`src/rtl/ctrl_fsm.sv`:
```
// Multi-cycle control state machine for the 4-bit-opcode CPU.
// Sequences every instruction through FETCH, DECODE, EXEC, MEM and WB,
// steering the PC, IR, register file, ALU operand mux, call stack and the
// memory request handshake. A memory access that stays not-ready for too
// long parks the core in HALT with a sticky error flag until reset.
module ctrl_fsm #(
   parameter int TIMEOUT = 15
) (
   input  logic       clk,
   input  logic       rst,
   input  logic [3:0] opcode,
   input  logic       zero_flag,
   input  logic       mem_ready,
   output logic       mem_req,
   output logic       mem_we,
   output logic       mem_sel,
   output logic       ir_load,
   output logic       pc_write,
   output logic [1:0] pc_src,
   output logic       reg_write,
   output logic [1:0] wb_src,
   output logic       alu_src_imm,
   output logic       sp_push,
   output logic       sp_pop,
   output logic       instr_done,
   output logic       halted,
   output logic       mem_err,
   output logic [2:0] state
);

   typedef enum logic [2:0] {
      FETCH  = 3'd0,
      DECODE = 3'd1,
      EXEC   = 3'd2,
      MEM    = 3'd3,
      WB     = 3'd4,
      HALT   = 3'd7
   } stateT;

   localparam bit         timeoutOn = (TIMEOUT != 0);
   localparam logic [7:0] lastWait  = timeoutOn ? 8'(TIMEOUT - 1) : 8'd0;

   stateT      stateReg;
   stateT      stateNext;
   logic [7:0] waitCount;
   logic       memErr;
   logic       waitExpired;

   logic isR, isI, isLd, isSt, isJ, isCall, isRet, isBr;

   // Opcode class decode. Anything not matched here (0000, 1100-1111)
   // falls through to the NOP handling in EXEC.
   always_comb begin
      isR    = (opcode == 4'b0001) || (opcode == 4'b1001) ||
               (opcode == 4'b1010) || (opcode == 4'b1011);
      isI    = (opcode == 4'b0010);
      isLd   = (opcode == 4'b0101);
      isSt   = (opcode == 4'b0110);
      isJ    = (opcode == 4'b0011);
      isCall = (opcode == 4'b0111);
      isRet  = (opcode == 4'b1000);
      isBr   = (opcode == 4'b0100);
   end

   // A wait cycle is the last one allowed when the counter has already
   // reached TIMEOUT-1 and memory is still not ready in this cycle.
   assign waitExpired = timeoutOn && !mem_ready && (waitCount == lastWait);

   // Next-state and output decode from the registered state. Every output
   // starts at 0 and is raised only where the state calls for it; reset
   // forces the whole output set (including the debug state) back to 0 so
   // nothing is written or requested in the reset cycle.
   always_comb begin
      stateNext   = stateReg;
      mem_req     = 1'b0;
      mem_we      = 1'b0;
      mem_sel     = 1'b0;
      ir_load     = 1'b0;
      pc_write    = 1'b0;
      pc_src      = 2'b00;
      reg_write   = 1'b0;
      wb_src      = 2'b00;
      alu_src_imm = 1'b0;
      sp_push     = 1'b0;
      sp_pop      = 1'b0;
      instr_done  = 1'b0;
      halted      = 1'b0;
      mem_err     = memErr;
      state       = stateReg;

      case (stateReg)
         FETCH: begin
            mem_req = 1'b1;
            if (mem_ready) begin
               ir_load   = 1'b1;
               pc_write  = 1'b1;
               stateNext = DECODE;
            end else if (waitExpired) begin
               stateNext = HALT;
            end
         end
         DECODE: begin
            stateNext = EXEC;
         end
         EXEC: begin
            if (isR) begin
               stateNext = WB;
            end else if (isI) begin
               alu_src_imm = 1'b1;
               stateNext   = WB;
            end else if (isLd || isSt) begin
               alu_src_imm = 1'b1;
               stateNext   = MEM;
            end else if (isJ) begin
               pc_write   = 1'b1;
               pc_src     = 2'b01;
               instr_done = 1'b1;
               stateNext  = FETCH;
            end else if (isCall) begin
               sp_push    = 1'b1;
               pc_write   = 1'b1;
               pc_src     = 2'b01;
               instr_done = 1'b1;
               stateNext  = FETCH;
            end else if (isRet) begin
               sp_pop     = 1'b1;
               pc_write   = 1'b1;
               pc_src     = 2'b11;
               instr_done = 1'b1;
               stateNext  = FETCH;
            end else if (isBr) begin
               pc_src     = 2'b10;
               pc_write   = zero_flag;
               instr_done = 1'b1;
               stateNext  = FETCH;
            end else begin
               instr_done = 1'b1;
               stateNext  = FETCH;
            end
         end
         MEM: begin
            mem_req = 1'b1;
            mem_sel = 1'b1;
            mem_we  = isSt;
            if (mem_ready) begin
               if (isLd) begin
                  stateNext = WB;
               end else begin
                  instr_done = 1'b1;
                  stateNext  = FETCH;
               end
            end else if (waitExpired) begin
               stateNext = HALT;
            end
         end
         WB: begin
            reg_write  = 1'b1;
            wb_src     = isLd ? 2'b01 : 2'b00;
            instr_done = 1'b1;
            stateNext  = FETCH;
         end
         HALT: begin
            halted    = 1'b1;
            stateNext = HALT;
         end
         default: begin
            stateNext = FETCH;
         end
      endcase

      if (rst) begin
         mem_req     = 1'b0;
         mem_we      = 1'b0;
         mem_sel     = 1'b0;
         ir_load     = 1'b0;
         pc_write    = 1'b0;
         pc_src      = 2'b00;
         reg_write   = 1'b0;
         wb_src      = 2'b00;
         alu_src_imm = 1'b0;
         sp_push     = 1'b0;
         sp_pop      = 1'b0;
         instr_done  = 1'b0;
         halted      = 1'b0;
         mem_err     = 1'b0;
         state       = 3'd0;
      end
   end

   // State register, wait counter and sticky error flag. The counter
   // restarts on every state change so each memory access gets its own
   // budget; the error flag is set only on the way into HALT, which is
   // reachable solely through a timeout.
   always_ff @(posedge clk) begin
      if (rst) begin
         stateReg  <= FETCH;
         waitCount <= 8'd0;
         memErr    <= 1'b0;
      end else begin
         stateReg <= stateNext;
         if (stateNext != stateReg) begin
            waitCount <= 8'd0;
         end else if (((stateReg == FETCH) || (stateReg == MEM)) && !mem_ready) begin
            waitCount <= waitCount + 8'd1;
         end
         if ((stateNext == HALT) && (stateReg != HALT)) begin
            memErr <= 1'b1;
         end
      end
   end

endmodule

```
`config.mk`:
```
export PLATFORM = sky130hd
export DESIGN_NAME = ctrl_fsm
export DESIGN_NICKNAME = d
export VERILOG_FILES = /design/src/rtl/ctrl_fsm.sv
export SDC_FILE = /design/constraint.sdc
export NUM_CORES = 1
export LEC_CHECK = 0
export CELL_PAD_IN_SITES_DETAIL_PLACEMENT = 2
export CELL_PAD_IN_SITES_GLOBAL_PLACEMENT = 2
export CORE_MARGIN = 4
export CORE_UTILIZATION = 26
export DETAILED_ROUTE_END_ITERATION = 8
export PLACE_DENSITY = 0.81
export SLEW_MARGIN = 0
export SYNTH_ARGS = -nofsm -noshare
export SYNTH_HDL_FRONTEND = slang
export SYNTH_SLANG_ARGS = --single-unit
```
`constraint.sdc`:
```
create_clock -name clk -period 2.18 [get_ports clk]
set_input_delay 0.436 -clock clk [delete_from_list [all_inputs] [get_ports clk]]
set_output_delay 0.436 -clock clk [all_outputs]
set_load 0.05 [all_outputs]
```
==> results of run 1 <==
-- synthesized netlist by cell type, types with 2 or more instances --
library cell,instances
o21ai_0,4
nor3_1,5
or3_1,2
a21oi_1,6
buf_2,2
a311oi_1,2
xor2_1,8
nand2_1,7
nor2_1,13
clkbuf_1,3
nor4_1,4
xnor2_1,2
nand4_1,2
dfxtp_1,12
ha_1,2
nand3_1,3
a211oi_1,2
nor2b_1,5
inv_1,4
-- layer usage --
| layer | vias up | share of wire |
|---|---|---|
| met5 | - | 0 |
| met4 | 0 | 0.017 |
| met3 | 4 | 0.037 |
| met2 | 24 | 0.56 |
| met1 | 532 | 0.39 |
| li1 | 511 | - |
-- state kept, by name, summed over array words and instances (netlist names) --
signal / count
stateReg: 3
waitCount: 8
memErr: 1
-- cells in the final DEF, fill, tap and decap left out, drive strengths merged, types with 3 or more instances in the layout --
master / count
buf: 42
nor2: 13
dfxtp: 12
xor2: 8
nand2: 7
a21oi: 6
nor3: 6
nor2b: 5
nor4: 5
inv: 4
dlygate4sd2: 4
o21ai: 4
clkbuf: 4
nand3: 3
a211oi: 3
-- cells by family (layout without fill, tap and decap cells) --
| group | after synthesis | after routing | share of synthesized area |
|---|---|---|---|
| simple gates | 57 | 57 | 0.3622 |
| flops | 12 | 12 | 0.2595 |
| xor+xnor | 10 | 10 | 0.09460 |
| fa+ha+maj | 2 | 2 | 0.02702 |
| other cells | 1 | 1 | 0.004050 |
| buf+inv | 12 | 57 | 0.05675 |
| compound gates | 23 | 23 | 0.1960 |
-- through the flow --
| step | util | power, µW |
|---|---|---|
| global route | 0.5002 | 690.4 |
| global placement | 0.4718 | 448.4 |
| finish | 0.5002 | 652.3 |
| CTS | 0.4969 | 657.5 |
| floorplan | - | 357.3 |
| detailed placement | 0.4718 | 462.9 |
-- power breakdown --
group	internal (µW)	switching (µW)	leakage (µW)	total [µW]
logic	105	134	0.000528	239
registers	225	5.10	0.0000976	230
clock network	102	81.8	0.0000210	183
-- worst max-delay path by stage --
| stage | start | endpoint | slack (ps) | depth (start not counted) |
|---|---|---|---|---|
| 4_1_cts | stateReg[1] | pc_src[1] | -40 | 4 |
| 3_3_place_gp | opcode[1] | waitCount[1] | -190 | 7 |
| 2_1_floorplan | stateReg[1] | pc_src[1] | -390 | 4 |
| 6_report | stateReg[0] | pc_src[1] | -20 | 4 |
| 5_1_grt | stateReg[1] | pc_src[1] | -100 | 4 |
| 3_5_place_dp | opcode[1] | waitCount[1] | -310 | 7 |
-- worst max-delay path, delay by kind of cell, from the launching register on --
kind	cells	cell delay (ps)
DFF	1	330
buffers and inverters	1	180
and+or+nand+nor	3	970
-- what timing repair did --
action / 4_1_cts / 5_1_grt
setup buffers: 2 / 1
endpoints found under the setup margin: 11 / 7
gates resized for setup: 16 / 1
cloned: 0 / 0
pin swaps: 5 / 3
-- cell type report --
type	count	area, µm²
fill	343	1694
sequential	12	241.5
tap	46	57.56
timing repair buffer	49	610.6
inverter	4	15.01
multi-input combinational	93	734.5
clock buffer	4	36.28
==> metrics.yaml, run 1 <==
drcViolationCount: 0
die_area_um2: 4580
critPathMaxStageDelay_ps: 400
grtUsageMet2: 0.3718
reg2reg_from: "waitCount[0]"
gr-usage-met3: 0.03661
hold_slack_ps: 556.3
ff2ff_setup_slack_ps: 260
worst-path-max-fanout: 6
cts-htree-levels: 1
fin_area_um2: 1695
setup_viol: 3
fmax_ghz: 0.4542
routed_wl_um: 3963
postSynthCellCount: 117
synth_fp_nets: 127
r2r.worst_path.cells: 7
ys_ff_latch: 12
vias_per_cell: 5.149
min_from: "waitCount[7]"
met1_usage: 0.2222
finalCriticalPeriod_ps: 2201
hold_viol_final: 0
rows: 21
dr.pass1.iters: 4
core_region_area_um2: 3390
cts_hold_buf: 0
grt.overflow.total: 0
end_kind: "primary output"
syn_area_um2: 925.9
via_count: 1071
cts_buffer_depth: 2
ir_worst_vdd_mv: 0.2735
cp.required_ps: 1740
dp_slack_ps: -313.4
synth_flop_cell: "dfxtp_1"
failed_checks: "negative setup slack"
seq_area_frac_synth: 0.2595
async_flop_share: 0
synth_warnings: 0
holdPathStages: 2
yosys.area.top_type: "dfxtp_1"
final_cell_count_no_fill: 208
period_share: 1.010
antenna_cells: 0
portBuffers: 25
reg2reg_to: "waitCount[1]"
slew_headroom: 0.6585
maxSlewViolCount: 0
post-place-cells: 201
detail_route.wl_per_cell_um: 19.05
avgSynthCellArea_um2: 7.914
postPlaceCellArea_um2: 1599
worst-setup-path-type: "reg -> out"
cts_buffers: 3
die_h_um: 67.68
fin_ws_ps: -21.49
power.density_nw_per_um2: 384.7
grt_max_degree: 16
rsz0062_at_grt: "true"
syn2layout_area_growth_pct: 83.11
synth_edf_count: 0
holdPathEnd: "waitCount[7]"
fin_nets: 173
slowest_stage: "or3b_4"
cts_tree: "yes"
grt_pass1_vias: 1227
globalplace.congestion: 0.7769
track_usage: 0.1968
fin_tns_setup_ps: -36.13
drtIter0Drc: 42
start_util: 0.2732
cts-root-buf: "clkbuf_4"
synth_cell_types: 48
status: "finished, violations left"
crit_chain: "or3b_4 -> or2_4 -> nor4_4 -> buf_12"
place_hpwl_um: 3150
grt_pass1_wl_um: 6637
crit_arrival_ps: 1770
worstMarginPinSlew_ps: 510.5
hp-class: "reg -> reg"
cp-start-kind: "flop"
busiest_layer: "met2"
fin_skew_ps: 8.003
ios: 27
cts.clk_slew.worst_paths_ps: 90
clk_latency_ps: 280
p_leak_uw: 0.0006468
numClockSinks: 12
postRouteAntennaNets: 0
drive_gt1_frac: 0.4321
grt_antenna_before_repair: 0
die_w_um: 67.68
netlist_top_cells_area: "dfxtp_1, xor2_1, nor2_1, nor2b_1, a21oi_1"
synth_top_area_frac: 0.2595
drv_cap: 0
Note: power is estimated with default switching activity, not from simulation.
==> inputs of run 2 (changes only) <==
==> constraint.sdc (replaced) <==
create_clock -name clk -period 2.18 [get_ports clk]
set_input_delay 0.436 -clock clk [delete_from_list [all_inputs] [get_ports clk]]
set_output_delay 0.436 -clock clk [all_outputs]
set_load 0.005 [all_outputs]
==> run 2 against run 1 <==
The run still ends with negative setup slack left. Sequential share of layout area decreased by 0.11 points. Routed wire length rose by 59%. Total power hardly changed. Flip-flop and latch count is the same. Combinational power is 6% lower. Critical endpoint is now halted.
==> metrics.yaml, run 2 (same netlist as run 1, synthesis figures left out) <==
status: "finished, violations left"
failed_checks: "negative setup slack"
grt_antenna_before_repair: 0
cts_buffer_depth: 2
regArea_um2: 244.0
grt_pass1_wl_um: 8342
crit_chain: "clkdlybuf4s15_1 -> nand2b_4 -> buf_4 -> nor2_1 -> clkdlybuf4s50_1"
critical_path.top_delay_family: "buffers and inverters"
globalplace.congestion: 0.8126
cts_hold_buf: 0
detail_route.wl_per_cell_um: 27.61
p_leak_uw: 0.0007308
die_area_um2: 4580
grt_max_degree: 11
postRouteAntennaNets: 0
cp.required_ps: 1740
cp.depth: 5
met3_length_um: 237
critPathMaxStageDelay_ps: 560
fin_nets: 193
syn2layout_area_growth_pct: 86.49
postPlaceCellArea_um2: 1414
routed_wl_um: 6295
finalCriticalPeriod_ps: 2281
cts-root-buf: "clkbuf_4"
vias_per_cell: 5.553
dr_wl_met2_um: 3215
reg.largest.list: "waitCount x8, stateReg x3, memErr x1"
drive_gt1_frac: 0.4725
combPwrFrac: 0.344
cts.clk_slew.worst_paths_ps: 90
ios: 27
hp-class: "reg -> reg"
fin_ws_ps: -101.4
drv_cap: 0
track_usage: 0.2570
fin_skew_ps: 3.391
portBuffers: 25
dr.pass1.iters: 4
final_cell_mix: "buf_4, nor2_1, dfxtp_1, xor2_1"
grt.overflow.total: 0
rsz0062_at_grt: "true"
multiInputGateArea_um2: 785.8
start_util: 0.2732
worst-setup-path-type: "in -> out"
drcViolationCount: 0
place_hpwl_um: 3137
fin_area_um2: 1727
largest_reg_flops: 8
top_register: "waitCount"
r2r.worst_path.cells: 7
cts-htree-levels: 1
fmax_ghz: 0.4383
rows: 21
cts_tree: "yes"
clock_power_share: 0.301
cp-start-kind: "primary input"
die_h_um: 67.68
maxSlewViolCount: 0
slowest_stage: "clkdlybuf4s50_1"
via_count: 1266
met1Wirelength_um: 2441
fin_tns_setup_ps: -473.1
setup_viol: 8
die_w_um: 67.68
worst-path-max-fanout: 5
intPower_uw: 427.6
power_switching_uw: 224.6
power.density_nw_per_um2: 377.7
antenna_cells: 0
clk_latency_ps: 290
grt_pass1_vias: 1415
nFillCells: 342
cp_num_buf_inv: 3
pwr-share-seq: 0.355
numClockSinks: 12
cts_buffers: 3
power_switching_share: 0.3443
top_layer_used: "met4"
drtIter0Drc: 66
final_common_cell: "buf_4"
core_region_area_um2: 3390
hold_viol_final: 0
ir_worst_vdd_mv: 0.3368
crit_arrival_ps: 1850
holdPathStages: 2
period_share: 1.047
end_kind: "primary output"
==> run 2: cell types whose count changed in the layout (fill, tap and decap cells not counted), moves of 3 or more <==
cell / delta
buf_12: -17
buf_2: +4
buf_4: +15
buf_6: +4
clkdlybuf4s15_1: +3
clkdlybuf4s50_1: +4
==> run 2: per-stage QoR <==
stage / util / power [µW] / cells / setup slack [ps] / hold WS (ps)
finish: 0.5094 / 652.2 / 228 / -101.4 / 597.1
floorplan: - / 315.7 / 117 / 290.5 / 481.2
global route: 0.5094 / 680.5 / 228 / -165.6 / 638.1
global placement: 0.4171 / 390.5 / 209 / -436.5 / 498.7
CTS: 0.4780 / 613.3 / 225 / -26.47 / 598.4
detailed placement: 0.4171 / 402.8 / 209 / -587.2 / 540.3
==> run 2: final cells by class <==
cell class / instances / area share
clock buffer: 4 / 0.02101
inverter: 4 / 0.008696
multi-input combinational: 93 / 0.4551
sequential: 12 / 0.1413
tap: 46 / 0.03333
timing repair buffer: 69 / 0.3406
==> run 2: worst min-delay path, stage by stage, from the launching register on <==
cell	delay [ps]
dfxtp_1	360
nor2_1	140
a211oi_2	60
==> run 2: what timing repair did <==
| item | in CTS | in global routing |
|---|---|---|
| endpoints found under the hold margin | 0 | 0 |
| endpoints found under the setup margin | 27 | 19 |
| buffers inserted | 12 | 4 |
| pin swaps | 4 | 4 |
| gates resized for setup | 57 | 24 |
==> run 2: routing by layer <==
layer	vias up	GRT usage
li1	553	-
met1	625	0.2847
met2	59	0.4544
met3	29	0.04493
met4	0	0.1494
met5	-	0
==> run 2: power by group through the flow <==
stage	Sequential [µW]	Combinational, µW	Clock (µW)
finish	231	224	196
global placement	233	157	0
CTS	231	193	190
global route	232	235	213
floorplan	234	81.5	0
detailed placement	234	169	0
==> run 2: path summary, 6_finish.rpt <==
| kind | endpoint | slack, ps | startpoint |
|---|---|---|---|
| setup / recovery | halted | -100 | rst |
| hold / removal | waitCount[1] | 600 | waitCount[1] |
| setup reg to reg | waitCount[4] | 0 | waitCount[0] |
| hold reg to reg | waitCount[1] | 600 | waitCount[1] |
==> inputs of run 3 (changes only) <==
--- a/config.mk
+++ b/config.mk
@@ -10,6 +10,8 @@
 export CORE_MARGIN = 4
 export CORE_UTILIZATION = 26
 export DETAILED_ROUTE_END_ITERATION = 8
+export GPL_TIMING_DRIVEN = 0
+export HOLD_SLACK_MARGIN = 0.1
 export PLACE_DENSITY = 0.81
 export SLEW_MARGIN = 0
 export SYNTH_ARGS = -nofsm -noshare
==> run 3 against run 2 <==
The flow now finishes without violations. Flip-flop and latch count is the same. Critical path depth did not move. Clock skew increased by 2.3 ps. Design area decreased by 19%. Critical endpoint is now sp_push.
==> metrics.yaml, run 3 (same netlist as run 1, synthesis figures left out) <==
hp-class: "reg -> reg"
critPathMaxStageDelay_ps: 400
grt.overflow.total: 0
slew_headroom: 0.5916
status: "completed"
postRouteAntennaNets: 0
cts_buffer_depth: 2
min_from: "waitCount[7]"
cp-start-kind: "flop"
power_switching_uw: 174.3
clock_power_share: 0.312
dr.pass1.iters: 4
holdPathStages: 2
worstMarginPinSlew_ps: 607.0
crit_chain: "or3b_4 -> or2_4 -> buf_6 -> nor3b_2 -> buf_2"
die_w_um: 67.68
power_switching_share: 0.3047
globalplace.congestion: 0.9191
worst-path-max-fanout: 4
finalCriticalPeriod_ps: 2139
rows: 21
hold_slack_ps: 542.5
clk_latency_ps: 280
numClockSinks: 12
drive_gt1_frac: 0.3179
final_common_cell: "nor2_1"
portBuffers: 23
setup_viol: 0
final_cell_mix: "nor2_1, buf_4, dlygate4sd2_1, dfxtp_1, clkdlybuf4s50_1"
reg2reg_to: "waitCount[6]"
r2r.worst_path.cells: 7
hold_viol_final: 0
die_area_um2: 4580
top_register: "waitCount"
grt_antenna_before_repair: 0
ir_worst_vdd_mv: 0.3127
cp_num_buf_inv: 2
intPower_uw: 397.7
power.density_nw_per_um2: 407.4
reg.largest.list: "waitCount x8, stateReg x3, memErr x1"
maxSlewViolCount: 0
drv_cap: 0
slowest_stage: "or3b_4"
grt_pass1_vias: 1144
place_hpwl_um: 2438
reg2reg_from: "stateReg[2]"
largest_reg_flops: 8
routed_wl_um: 3691
pwr-share-seq: 0.401
cts_hold_buf: 0
critical_path.top_delay_family: "simple AND/OR/NAND/NOR gates"
cts-htree-levels: 1
start_util: 0.2732
worst-setup-path-type: "reg -> out"
antenna_cells: 0
detail_route.wl_per_cell_um: 18.74
p_leak_uw: 0.0005551
cts_buffers: 3
via_count: 1002
holdPathEnd: "waitCount[7]"
end_kind: "primary output"
drtIter0Drc: 35
grt_pass1_wl_um: 5934
die_h_um: 67.68
ff2ff_setup_slack_ps: 150
ios: 27
syn2layout_area_growth_pct: 51.62
fin_area_um2: 1404
core_region_area_um2: 3390
vias_per_cell: 5.086
period_share: 0.9814
cts.clk_slew.worst_paths_ps: 70
track_usage: 0.1725
combPwrFrac: 0.287
crit_arrival_ps: 1700
postPlaceCellArea_um2: 1214
drcViolationCount: 0
cts_tree: "yes"
grt_max_degree: 11
fin_nets: 162
cts-root-buf: "clkbuf_4"
fin_skew_ps: 5.697
fmax_ghz: 0.4674
cp.required_ps: 1740
## run 3: worst max-delay path by stage
stage | startpoint | end | slack (ps) | cells after the start
floorplan | stateReg[1] | pc_src[1] | 290 | 4
global placement | opcode[0] | pc_write | -620 | 6
detailed placement | opcode[0] | pc_write | -680 | 6
CTS | stateReg[2] | pc_src[1] | -50 | 5
global route | rst | reg_write | -30 | 4
finish | stateReg[2] | sp_push | 40 | 5
## run 3: stage by stage
step / TNS, ps / cells / power, µW / worst slack (ps) / util
3_3_place_gp: -7374 / 186 / 362.3 / -621.0 / 0.3581
5_1_grt: -32.67 / 197 / 605.4 / -28.56 / 0.4142
4_1_cts: -52.89 / 194 / 563.4 / -52.89 / 0.4038
2_1_floorplan: 0 / 117 / 315.7 / 290.5 / -
6_report: 0 / 197 / 572.0 / 40.56 / 0.4142
3_5_place_dp: -8354 / 186 / 369.3 / -684.8 / 0.3581
## run 3: cell type report
cell class                      instances  area (µm²)
Clock buffer                            4       36.28
Tap cell                               46       57.56
Sequential cell                        12       249.0
Inverter                                4       15.01
Buffer                                  7       57.56
Fill cell                             381        1986
Timing Repair Buffer                   31       266.5
Multi-Input combinational cell         93       721.9
## run 3: timing repair
| action | 4_1_cts | 5_1_grt |
|---|---|---|
| setup buffers | 5 | 3 |
| cloned | 0 | 0 |
| hold endpoints to repair | 0 | 0 |
| gates resized for setup | 58 | 5 |
| pin swaps | 3 | 3 |
| endpoints found under the setup margin | 17 | 4 |
## run 3: per-layer routing
metal	vias to the layer above	wire length, µm	global-route usage
met5	-	0	0
li1	488	-	-
met4	0	19	0.01772
met1	499	1621	0.2227
met3	2	80	0.02496
met2	13	1970	0.3098
## run 3: power by group through the flow
stage / Clock (µW) / Combinational (µW) / Sequential (µW)
6_report: 179 / 164 / 229
5_1_grt: 195 / 180 / 230
4_1_cts: 181 / 153 / 229
3_5_place_dp: 0 / 133 / 236
3_3_place_gp: 0 / 127 / 236
2_1_floorplan: 0 / 81.5 / 234
## run 3: worst register-to-register path, delay by kind of cell (launching register included)
family / cells / cell delay (ps)
AOI/OAI and AO/OA: 2 / 480
buffers and inverters: 2 / 270
DFF: 1 / 350
and+or+nand+nor: 3 / 810
